===== src/rtl/operand_fetch_ctrl.sv =====
// Streams packed double-precision operand pairs from a combinational data memory
// to an FPU with a valid/ready handshake, one pair per cycle when unstalled.
module operand_fetch_ctrl #(
    parameter int ADDR_W = 13,
    parameter int DATA_W = 128
) (
    input  logic              clk,
    input  logic              rst,
    input  logic              start,
    input  logic [ADDR_W-1:0] base_addr,
    input  logic [ADDR_W:0]   num_pairs,
    input  logic              abort,
    output logic [ADDR_W-1:0] mem_addr,
    input  logic [DATA_W-1:0] mem_data,
    output logic [63:0]       op_a,
    output logic [63:0]       op_b,
    output logic [ADDR_W-1:0] op_tag,
    output logic              op_valid,
    input  logic              op_ready,
    output logic              busy,
    output logic              done
);

    typedef enum logic [1:0] {
        IDLE   = 2'd0,
        FETCH  = 2'd1,
        STREAM = 2'd2
    } state_t;

    state_t            state_r;
    logic [ADDR_W:0]   remaining_r;
    logic              handshake_s;
    logic [ADDR_W-1:0] addr_next_s;

    // Handshake and wrapping next-address decode.
    always_comb begin
        handshake_s = op_valid & op_ready;
        addr_next_s = mem_addr + ADDR_W'(1);
    end

    // Run FSM; every output is a register updated here.
    always_ff @(posedge clk or posedge rst) begin
        if (rst) begin
            state_r     <= IDLE;
            remaining_r <= {(ADDR_W+1){1'b0}};
            mem_addr    <= {ADDR_W{1'b0}};
            op_a        <= 64'd0;
            op_b        <= 64'd0;
            op_tag      <= {ADDR_W{1'b0}};
            op_valid    <= 1'b0;
            busy        <= 1'b0;
            done        <= 1'b0;
        end else begin
            done <= 1'b0;
            case (state_r)
                IDLE: begin
                    if (start && (num_pairs != {(ADDR_W+1){1'b0}})) begin
                        mem_addr    <= base_addr;
                        remaining_r <= num_pairs;
                        busy        <= 1'b1;
                        state_r     <= FETCH;
                    end else if (start) begin
                        done <= 1'b1;
                    end else begin
                        state_r <= IDLE;
                    end
                end
                FETCH: begin
                    if (abort) begin
                        op_valid <= 1'b0;
                        busy     <= 1'b0;
                        state_r  <= IDLE;
                    end else begin
                        op_a        <= mem_data[DATA_W-1 -: 64];
                        op_b        <= mem_data[63:0];
                        op_tag      <= mem_addr;
                        op_valid    <= 1'b1;
                        mem_addr    <= addr_next_s;
                        remaining_r <= remaining_r - (ADDR_W+1)'(1);
                        state_r     <= STREAM;
                    end
                end
                STREAM: begin
                    // Abort wins over a handshake in the same cycle.
                    if (abort) begin
                        op_valid <= 1'b0;
                        busy     <= 1'b0;
                        state_r  <= IDLE;
                    end else if (handshake_s && (remaining_r != {(ADDR_W+1){1'b0}})) begin
                        op_a        <= mem_data[DATA_W-1 -: 64];
                        op_b        <= mem_data[63:0];
                        op_tag      <= mem_addr;
                        mem_addr    <= addr_next_s;
                        remaining_r <= remaining_r - (ADDR_W+1)'(1);
                    end else if (handshake_s) begin
                        op_valid <= 1'b0;
                        busy     <= 1'b0;
                        done     <= 1'b1;
                        state_r  <= IDLE;
                    end else begin
                        state_r <= STREAM;
                    end
                end
                default: begin
                    op_valid <= 1'b0;
                    busy     <= 1'b0;
                    state_r  <= IDLE;
                end
            endcase
        end
    end

endmodule


===== config.mk =====
export PLATFORM = sky130hd
export DESIGN_NAME = operand_fetch_ctrl
export DESIGN_NICKNAME = d
export VERILOG_FILES = /design/src/rtl/operand_fetch_ctrl.sv
export SDC_FILE = /design/constraint.sdc
export NUM_CORES = 1
export LEC_CHECK = 0
export ABC_CLOCK_PERIOD_IN_PS = 8900
export CAP_MARGIN = 25
export CORE_MARGIN = 8
export CORE_UTILIZATION = 43
export DETAILED_ROUTE_END_ITERATION = 10
export GPL_ROUTABILITY_DRIVEN = 0
export MAX_ROUTING_LAYER = met4
export PLACE_DENSITY_LB_ADDON = 0.1
export SYNTH_ARGS = -nofsm -noshare
export SYNTH_HDL_FRONTEND = slang
export SYNTH_SLANG_ARGS = --single-unit

===== constraint.sdc =====
create_clock -name clk -period 8.9 [get_ports clk]
set_input_delay 2.67 -clock clk [delete_from_list [all_inputs] [get_ports clk]]
set_output_delay 2.67 -clock clk [all_outputs]
set_load 0.02 [all_outputs]

==> reports/qor.txt <==
==================================================================================
Clk pin slew, worst setup/hold paths                                         60 ps
EDFF count, synth                                                                0
Number of DRC violations after detailed routing                                  0
Ratio of cells with drive above 1 in the final layout                        0.196
Detailed Place HPWL                                                      16,900 um
Latest clock arrival within the worst-skew pair                             420 ps
Fraction of synthesis flops using an asynchronous set or reset pin            1.00
DRT antenna net count                                                            0
FF-to-FF setup slack                                                       5100 ps
Family of cells with the greatest summed delay on the critical path   buffers and inverters
Final-report max-slew violation count                                            0
Fmax                                                                     0.179 GHz
Syn avg cell area                                                         13.4 um2
Pin count of the biggest net entering global routing                            91
Cell row count                                                                  48
Share of Yosys cell area claimed by the top area cell type                   0.587
Top-level port count                                                           317
Critical path endpoint category                                          flip-flop
Crit path kind                                                              in2reg
Final period util                                                            0.627
Hold buffer count at cts                                                         0
Largest area contributor in the synthesized netlist                   sky130_fd_sc_hd__dfrtp_1
Final number of setup-violating endpoints                                        0
Final total power                                                          4510 uW
Average wire per cell in the routed design                                 20.3 um
CP max FO                                                                       56
Number of fillers in the final layout                                        1,326
Initial Util                                                                 0.432
Area of the mapped netlist                                             0.00737 mm2
RSZ-0062 raised after global routing                                         false
Fin worst setup slack                                                      3320 ps
Share of the core filled with cells                                          0.662
Largest cells by area after synthesis                                 sky130_fd_sc_hd__dfrtp_1, sky130_fd_sc_hd__mux2_2, sky130_fd_sc_hd__mux2_1
Signed area change from the synthesized netlist to the final layout          53.1%
Outcome                                                               complete, no violations
Global-route wire length before repair                                   34,200 um
Cts repair resizes                                                               0
Net count reported at finish                                                 1,027
Worst Hold Slack                                                            488 ps
Worst relative slew slack                                                    0.450
Iter 0 DRT Violations                                                          270
LEAKAGE                                                                 0.00462 uW
Clk root buf                                                          sky130_fd_sc_hd__clkbuf_16
Part of the Yosys area used for sequential elements                          0.587
Kind of launch point of the worst setup path                            input port
Slowest cell on the critical path                                     sky130_fd_sc_hd__buf_4
Total congestion overflow after global routing                                   0
Seq cells post-synth                                                           173
DIE WIDTH                                                                   147 um
Number of buffers created by CTS                                                17
Top cell by count, worst path                                         sky130_fd_sc_hd__buf_4
Commonest cells after routing, fill and taps aside                    sky130_fd_sc_hd__clkdlybuf4s50_1, sky130_fd_sc_hd__dfrtp_1, sky130_fd_sc_hd__mux2_2
Final count of hold timing violations                                            0
Die footprint                                                           0.0216 mm2
GR Util All Layers                                                           0.208
Net count of the mapped netlist                                                715
Final critical-path required period                                        5580 ps
Detailed-route vias per instance                                              5.19
Synthesis Warnings                                                               0
Endpoint arrival time on the critical path                                 5880 ps
Max IR drop VDD                                                         0.000192 V
Worst endpoint required time                                               9200 ps
Setup Fix Bufs, Post-CTS                                                         0
Via count of the first global-routing pass                                   6,070
Setup_tns                                                                     0 ps
Number of vias in the routed layout                                          5,712
Number of antenna violations at the first check in global routing                1
Min-Delay Path Class                                                       reg2reg
CTS Sinks                                                                      173
Number of buffer and inverter stages on the critical path                        3
Clock tree from TritonCTS                                                     done
Cell variety after synth                                                        52
Cell Chain, Critical Path                                             clkdlybuf4s50_1, a21boi_0, o22ai_1, nand3_4, buf_4, buf_4, mux2_2
Post-synthesis instance total                                                  549
Power per cell area                                                     400 mW/mm2
Leading cell type in the layout, fill and taps excluded               sky130_fd_sc_hd__clkdlybuf4s50_1
DRT Wirelength                                                           22,300 um
DR pass1 iterations                                                              5
Peak per-stage delay on the critical path                                   670 ps
Vert. Die Dim                                                               147 um
Maximum Capacitance Violations                                                   0
Post-route clock skew                                                      9.37 ps
Dominant register cell in the synthesized netlist                     sky130_fd_sc_hd__dfrtp_1
I/O Buffers                                                                    316
Transition time at the pin with the least slew margin                       818 ps
Worst slack at placement                                                   2860 ps
Number of buffers on the longest clock path                                      2
Number of H-tree branching levels                                                4
Floorplan Core Area                                                     0.0171 mm2
==================================================================================
## cell families (layout without fill, tap and decap cells)
kind of cell,after synthesis,in the layout,share of synthesized area
adders and majority gates,6,6,0.0102
muxes,144,144,0.219
DFF,173,173,0.587
buffers and inverters,40,365,0.0324
other,0,1,0
AOI/OAI and AO/OA,76,76,0.0664
and+or+nand+nor,110,110,0.0845
## metal layers
| layer | part of all wire | global-route usage | vias up | routed length, um |
|---|---|---|---|---|
| met5 | 0 | - | - | 0 |
| met4 | 0.023 | 0.0745 | 0 | 506 |
| met3 | 0.077 | 0.0652 | 29 | 1720 |
| met2 | 0.51 | 0.349 | 247 | 11300 |
| met1 | 0.39 | 0.231 | 2810 | 8780 |
| li1 | - | - | 2626 | - |
## cell type report
class / count / area [um2] / area share
antenna: 1 / 2.50 / 0.000222
inverter: 11 / 46.3 / 0.00410
tap: 225 / 282 / 0.0249
multi-input combinational: 336 / 2810 / 0.249
timing repair buffer: 322 / 3240 / 0.287
clock inverter: 13 / 130 / 0.0115
clock buffer: 19 / 443 / 0.0393
sequential: 173 / 4330 / 0.384
## cell usage after synthesis, types with 5 or more instances
cell type                    n
sky130_fd_sc_hd__nor3_1      8
sky130_fd_sc_hd__dfrtp_1   173
sky130_fd_sc_hd__o22ai_1    10
sky130_fd_sc_hd__buf_2       8
sky130_fd_sc_hd__mux2_1     16
sky130_fd_sc_hd__ha_1        6
sky130_fd_sc_hd__buf_6      10
sky130_fd_sc_hd__mux2_2    124
sky130_fd_sc_hd__nand4_1     6
sky130_fd_sc_hd__nand2_1    31
sky130_fd_sc_hd__nor2_1     14
sky130_fd_sc_hd__nand3_1    20
sky130_fd_sc_hd__a21oi_1    23
sky130_fd_sc_hd__inv_1      11
sky130_fd_sc_hd__o21ai_0    16
sky130_fd_sc_hd__a211o_1     5
sky130_fd_sc_hd__nor4_1      6
sky130_fd_sc_hd__clkbuf_1    9
## stage by stage
stage | area (um2) | cells
final | 11300 | 1100
after detailed placement | 10700 | 1066
after global placement | 10700 | 1065
after CTS | 11300 | 1098
after global routing | 11300 | 1100
after floorplan | 7370 | 549
## final timing paths
| check | from | end | depth (start not counted) |
|---|---|---|---|
| worst max-delay path | op_ready | op_b[37]$_DFFE_PP0P_ | 7 |
| worst min-delay path | op_tag[4]$_DFFE_PP0P_ | op_tag[4]$_DFFE_PP0P_ | 1 |
| worst max register to register | remaining_r[0]$_DFFE_PP0P_ | op_b[37]$_DFFE_PP0P_ | 8 |
| worst min register to register | op_tag[4]$_DFFE_PP0P_ | op_tag[4]$_DFFE_PP0P_ | 1 |
| max in group asynchronous | rst | op_a[41]$_DFFE_PP0P_ | 4 |
| min in group asynchronous | rst | op_a[31]$_DFFE_PP0P_ | 2 |
## flip-flops by register name, summed over array words and instances, names as in the netlist
| register | flops |
|---|---|
| busy | 1 |
| state_r | 2 |
| mem_addr | 13 |
| op_a | 64 |
| op_b | 64 |
| remaining_r | 14 |
| done | 1 |
| op_tag | 13 |
| op_valid | 1 |
## power by group
group          leakage, uW  switching [uW]  total [uW]  internal (uW)
Clock             0.000273             322         722            400
Sequential         0.00202             274        1460           1190
Combinational      0.00233            1140        2330           1190
(Power assumes the default switching activity.)
